`config.mk`:
```
export PLATFORM = sky130hd
export DESIGN_NAME = led_mode_sequencer_flat
export DESIGN_NICKNAME = d
export VERILOG_FILES = /design/src/rtl/led_seq_pkg.sv /design/src/rtl/led_seq_if.sv /design/src/rtl/led_mode_sequencer_btn_debounce.sv /design/src/rtl/led_mode_sequencer.sv /design/src/flat_wrapper.sv
export SDC_FILE = /design/constraint.sdc
export NUM_CORES = 1
export LEC_CHECK = 0
export ABC_AREA = 0
export BUFFER_PORTS_ARGS = -buffer_cell sky130_fd_sc_hd__buf_2
export CAP_MARGIN = 10
export CORE_MARGIN = 8
export CORE_UTILIZATION = 30
export DETAILED_ROUTE_END_ITERATION = 8
export MAX_ROUTING_LAYER = met4
export PLACE_DENSITY = 0.52
export SYNTH_ARGS = -nofsm -noshare
export SYNTH_HDL_FRONTEND = slang
export SYNTH_SLANG_ARGS = --single-unit
```
`constraint.sdc`:
```
create_clock -name clk -period 2.3 [get_ports clk]
set_clock_uncertainty 0.15 [all_clocks]
set_input_delay 0.345 -clock clk [delete_from_list [all_inputs] [get_ports clk]]
set_output_delay 0.345 -clock clk [all_outputs]
set_load 0.02 [all_outputs]
```
`src/rtl/led_seq_pkg.sv`:
```
// Shared types and constants for the LED mode sequencer: display modes,
// their initial patterns and the mode advance order.
package led_seq_pkg;

    localparam int unsigned LED_W = 8;

    typedef enum logic [1:0] {
        BINARY = 2'd0,
        CHASE  = 2'd1,
        BOUNCE = 2'd2,
        BLINK  = 2'd3
    } mode_t;

    localparam logic [LED_W-1:0] INIT_BINARY = 8'h00;
    localparam logic [LED_W-1:0] INIT_CHASE  = 8'h01;
    localparam logic [LED_W-1:0] INIT_BOUNCE = 8'h01;
    localparam logic [LED_W-1:0] INIT_BLINK  = 8'hFF;

    function automatic mode_t next_mode(input mode_t m);
        case (m)
            BINARY:  return CHASE;
            CHASE:   return BOUNCE;
            BOUNCE:  return BLINK;
            default: return BINARY;
        endcase
    endfunction

    function automatic logic [LED_W-1:0] init_pattern(input mode_t m);
        case (m)
            BINARY:  return INIT_BINARY;
            CHASE:   return INIT_CHASE;
            BOUNCE:  return INIT_BOUNCE;
            default: return INIT_BLINK;
        endcase
    endfunction

endpackage

```
`src/rtl/led_seq_if.sv`:
```
// Board-facing signal bundle: button and run enable in, LED bank and status out.
interface led_seq_if;
    import led_seq_pkg::*;

    logic             btn;
    logic             en;
    logic [LED_W-1:0] led;
    mode_t            mode;
    logic             tick;

    modport master (output btn, output en, input led, input mode, input tick);
    modport slave  (input btn, input en, output led, output mode, output tick);

endinterface

```
`src/rtl/led_mode_sequencer_btn_debounce.sv`:
```
// Push-button conditioning: 2-FF synchroniser, stability counter and a
// registered one-cycle pulse on each debounced press (rising level only).
module btn_debounce #(
    parameter int unsigned DB_BITS = 16
) (
    input  logic clk,
    input  logic rst,
    input  logic btn_raw,
    output logic pulse
);

    logic               sync1;
    logic               sync2;
    logic               stable;
    logic [DB_BITS-1:0] cnt;

    // The stable level flips on the 2^DB_BITS-th consecutive differing cycle;
    // the pulse is registered on that same edge so press latency is fixed.
    always_ff @(posedge clk or negedge rst) begin
        if (!rst) begin
            sync1  <= 1'b0;
            sync2  <= 1'b0;
            stable <= 1'b0;
            cnt    <= '0;
            pulse  <= 1'b0;
        end else begin
            sync1 <= btn_raw;
            sync2 <= sync1;
            pulse <= 1'b0;
            if (sync2 != stable) begin
                if (cnt == {DB_BITS{1'b1}}) begin
                    stable <= sync2;
                    cnt    <= '0;
                    pulse  <= sync2;
                end else begin
                    cnt <= cnt + DB_BITS'(1);
                end
            end else begin
                cnt <= '0;
            end
        end
    end

endmodule

```
`src/rtl/led_mode_sequencer.sv`:
```
// Pattern engine for the 8-LED bank: prescaled step rate, button-driven mode
// FSM and per-mode pattern generation. Sole owner of the LED outputs.
module led_mode_sequencer
    import led_seq_pkg::*;
#(
    parameter int unsigned TICK_BITS = 22,
    parameter int unsigned DB_BITS   = 16
) (
    input  logic      clk,
    input  logic      rst,
    led_seq_if.slave  bus
);

    logic                 btn_pulse;
    mode_t                mode_q;
    mode_t                mode_d;
    logic [LED_W-1:0]     led_q;
    logic [LED_W-1:0]     led_d;
    logic [TICK_BITS-1:0] presc_q;
    logic [TICK_BITS-1:0] presc_d;
    logic                 tick_q;
    logic                 tick_d;
    logic                 dir_up_q;
    logic                 dir_up_d;

    btn_debounce #(.DB_BITS(DB_BITS)) u_debounce (
        .clk     (clk),
        .rst     (rst),
        .btn_raw (bus.btn),
        .pulse   (btn_pulse)
    );

    always_ff @(posedge clk or negedge rst) begin
        if (!rst) begin
            mode_q   <= BINARY;
            led_q    <= INIT_BINARY;
            presc_q  <= '0;
            tick_q   <= 1'b0;
            dir_up_q <= 1'b1;
        end else begin
            mode_q   <= mode_d;
            led_q    <= led_d;
            presc_q  <= presc_d;
            tick_q   <= tick_d;
            dir_up_q <= dir_up_d;
        end
    end

    // Next-state: prescaler, pattern step on tick, then a button press
    // overrides everything (a pending step is dropped in favour of the new mode).
    always_comb begin
        mode_d   = mode_q;
        led_d    = led_q;
        presc_d  = presc_q;
        tick_d   = 1'b0;
        dir_up_d = dir_up_q;

        if (bus.en) begin
            presc_d = presc_q + TICK_BITS'(1);
            tick_d  = (presc_q == {TICK_BITS{1'b1}});
        end

        if (tick_q) begin
            case (mode_q)
                BINARY: led_d = led_q + 8'd1;
                CHASE:  led_d = {led_q[LED_W-2:0], led_q[LED_W-1]};
                BOUNCE: begin
                    if (dir_up_q) begin
                        if (led_q[LED_W-1]) begin
                            led_d    = 8'h40;
                            dir_up_d = 1'b0;
                        end else begin
                            led_d = led_q << 1;
                        end
                    end else begin
                        if (led_q[0]) begin
                            led_d    = 8'h02;
                            dir_up_d = 1'b1;
                        end else begin
                            led_d = led_q >> 1;
                        end
                    end
                end
                default: led_d = ~led_q;
            endcase
        end

        if (btn_pulse) begin
            mode_d   = next_mode(mode_q);
            led_d    = init_pattern(mode_d);
            presc_d  = '0;
            tick_d   = 1'b0;
            dir_up_d = 1'b1;
        end
    end

    assign bus.led  = led_q;
    assign bus.mode = mode_q;
    assign bus.tick = tick_q;

endmodule
```
`src/flat_wrapper.sv`:
```
// flat-port wrapper written by rule: the top's interface ports become plain ports
module led_mode_sequencer_flat import led_seq_pkg::*;
#(
    parameter int unsigned TICK_BITS = 22,
    parameter int unsigned DB_BITS   = 16
)
  (clk, rst, bus_btn, bus_en, bus_led, bus_mode, bus_tick);
  led_seq_if bus_i ();
  input  logic clk;
  input  logic rst;
  input wire logic [$bits(bus_i.btn)-1:0] bus_btn;
  input wire logic [$bits(bus_i.en)-1:0] bus_en;
  output wire logic [$bits(bus_i.led)-1:0] bus_led;
  output wire logic [$bits(bus_i.mode)-1:0] bus_mode;
  output wire logic [$bits(bus_i.tick)-1:0] bus_tick;
  assign bus_i.btn = bus_btn;
  assign bus_i.en = bus_en;
  assign bus_led = bus_i.led;
  assign bus_mode = bus_i.mode;
  assign bus_tick = bus_i.tick;
  led_mode_sequencer #(.TICK_BITS(TICK_BITS), .DB_BITS(DB_BITS)) u_core (.clk(clk), .rst(rst), .bus(bus_i));
endmodule
```
==> results.py <==
metrics = {
    "outcome": {
        "status": "finished clean",
    },
    "grt": {
        "grt_util_all_layers_pct": 10.7,
        "grt_start_max_net_pins": 46,
        "antenna_found_initial": 0,
        "grt_overflow": 0,
        "grt_pass1_wl_mm": 12.2,
        "grt_pass1_vias": 2509,
    },
    "power_and_ir_drop": {
        "irDropWorstVdd_mv": 0.279,
        "powerDensity_nw_per_um2": 574,
        "leakage_nw": 1.49,
        "fin_total_pwr_w": 0.00199,
    },
    "routing": {
        "drtAntennaViolNets": 0,
        "dr.pass1.iters": 4,
        "viasPerCell": 5.13,
        "wl_per_cell_um": 14.0,
        "vias": 2491,
        "drt-initial-drc-count": 188,
        "totalWireLength_mm": 6.81,
        "drc": 0,
    },
    "sta": {
        "min_period_ns": 2.10,
        "hold_ws_ns": 0.200,
        "hold_viol_final": 0,
        "rsz0062_at_grt": "false",
        "tightest_slew_ns": 0.593,
        "maxSlewHeadroom_pct": 60.4,
        "slew_viol_final": 0,
        "post-route-period-util_pct": 91.5,
        "final-setup-viol-count": 0,
        "clock.fmax_ghz": 0.475,
        "fin_tns_setup_ns": 0,
    },
    "critical_path": {
        "critPathMaxFanout": 9,
        "criticalPathCategory": "reg -> reg",
        "required_ns": 2.36,
        "startpoint_type": "flip-flop",
        "worst_setup_path_end_kind": "flip-flop",
        "crit_arrival_ns": 2.17,
    },
    "synthesis": {
        "synthesis.nets": 348,
        "synth_edf_count": 0,
        "synth_area_sq_um": 3080,
        "synth_area_leaders": "dfrtp_1 (43%), nor2_1 (4.6%), xor2_1 (4.3%)",
        "ys_ff_latch": 54,
        "synth-seq-area-share_pct": 43.9,
        "yosys.area.top_type": "dfrtp_1",
        "async_flop_share_pct": 100,
        "yosysTopAreaCellShare_pct": 43.0,
        "synth_cell_types": 56,
        "synthCells": 335,
        "synth.avg_cell_area_sq_um": 9.20,
        "yosys_warnings": 0,
        "synth_ff_type": "dfrtp_1",
    },
    "worst_hold_path": {
        "min_path_type": "in -> reg",
    },
    "die": {
        "die_x_um": 117,
        "fp-row-count": 37,
        "dieHeight_um": 117,
        "coreArea_sq_um": 10100,
        "start_util_pct": 30.4,
        "dieArea_sq_um": 13800,
        "ios": 15,
    },
    "cells_and_area": {
        "drive_gt1_share_pct": 12.3,
        "antenna_cells": 0,
        "nNetsFinal": 362,
        "final_common_cell": "dfrtp_1",
        "final_util_pct": 34.2,
        "layout_common_cells": "dfrtp_1 (53), nor2_1 (38), nand2_1 (23)",
        "area_growth_pct": 12.3,
    },
    "clock_network": {
        "clock-sinks": 54,
        "clkTransAtPathRegs_ns": 0.11,
        "numCtsBuffers": 5,
        "cts-root-buf": "clkbuf_8",
        "cts_setup_buffers": 0,
        "htreeDepth": 2,
        "cts_resized": 0,
        "clock_latency_ns": 0.32,
        "hold_buffers": 2,
        "cts_tree": "done",
        "cts.path.max_buffers": 2,
    },
    "placement": {
        "port_buffers": 14,
        "hpwlAfterDp_mm": 4.66,
        "gp_congestion": 0.827,
    },
    "job": {
        "max_cap_viol_count": 0,
    },
}
worst max-delay path, cell delays in order (launching register included):
cell and delay, ns:
dfrtp_1 0.45, nand4_4 0.11, or4_1 0.69, nor3_1 0.25, mux2_2 0.36
report_power, final:
part	total, W	internal, W	switching (W)
combinational	0.000208	0.0000883	0.000120
clock	0.000683	0.000331	0.000352
sequential	0.00110	0.00102	0.0000813
area by class of cell:
class                      instances  area (sq um)
multi-input combinational        250          1600
inverter                          12          45.0
tap                              136           170
fill                            1050          6680
clock inverter                     3          47.5
sequential                        54          1350
clock buffer                       5          68.8
timing repair buffer              26           178
worst paths after layout:
check,from,endpoint,slack (ns),depth (start not counted)
max,u_core.presc_q[5],u_core.presc_q[21],0.20,4
min,bus_en,u_core.bus.tick,0.20,3
max reg2reg,u_core.presc_q[5],u_core.presc_q[21],0.20,4
min reg2reg,u_core.u_debounce.sync1,u_core.u_debounce.sync2,0.21,0
max in group asynchronous,rst,u_core.dir_up_q,0.94,3
min in group asynchronous,rst,u_core.presc_q[16],0.40,2
cells by family after synthesis:
kind of cell    after synthesis  synth area share [%]
compound gates               62                  13.4
xor+xnor                     26                  7.39
fa+ha+maj                     9                  3.65
buf+inv                      31                  4.18
flops                        54                  43.9
mux                           6                  2.11
simple gates                147                  25.4
state kept, by name, indices dropped and copies added, names as in the netlist:
name and count:
u_core.u_debounce.sync1 1, u_core.presc_q 22, u_core.bus.tick 1, u_core.u_debounce.cnt 16
u_core.dir_up_q 1, u_core.u_debounce.pulse 1, u_core.u_debounce.stable 1, u_core.u_debounce.sync2 1
u_core.bus.led 8, u_core.bus.mode 2
per-layer routing:
| layer | vias up | GRT usage, % | share of wire (%) |
|---|---|---|---|
| li1 | 1226 | - | - |
| met1 | 1206 | 14.0 | 50 |
| met4 | 0 | 5.03 | 2.4 |
| met5 | - | - | 0 |
| met2 | 48 | 15.4 | 44 |
| met3 | 11 | 2.30 | 3.8 |
per-stage QoR:
step / setup slack [ns] / instance area [sq um] / std cells
global route: 0.0645 / 3460 / 486
floorplan: 0.268 / 3080 / 335
global placement: 0.176 / 3330 / 476
CTS: 0.175 / 3460 / 486
detailed placement: 0.112 / 3330 / 476
finish: 0.196 / 3460 / 486
synth_stat cells, types with 2 or more instances:
master     n
a21oi_1   14
a221oi_1   2
a31o_2     2
a31oi_1    4
a41o_1     2
a41oi_1    3
and2_1     7
and3_1     8
and4_1     4
buf_2      3
clkbuf_1  13
dfrtp_1   53
ha_1       9
inv_1     12
mux2_2     4
mux2i_1    2
nand2_1   23
nand2b_1   4
nand3_1   16
nand4_1   14
nand4b_1   3
nor2_1    38
nor2b_1    5
nor3_1     7
nor4_1     4
o21ai_0   15
o221ai_1   3
o22ai_1    3
o31ai_1    2
or2_2      2
or3_1      5
xnor2_1   11
xor2_1    15
Power figures use the tool's default switching activity.
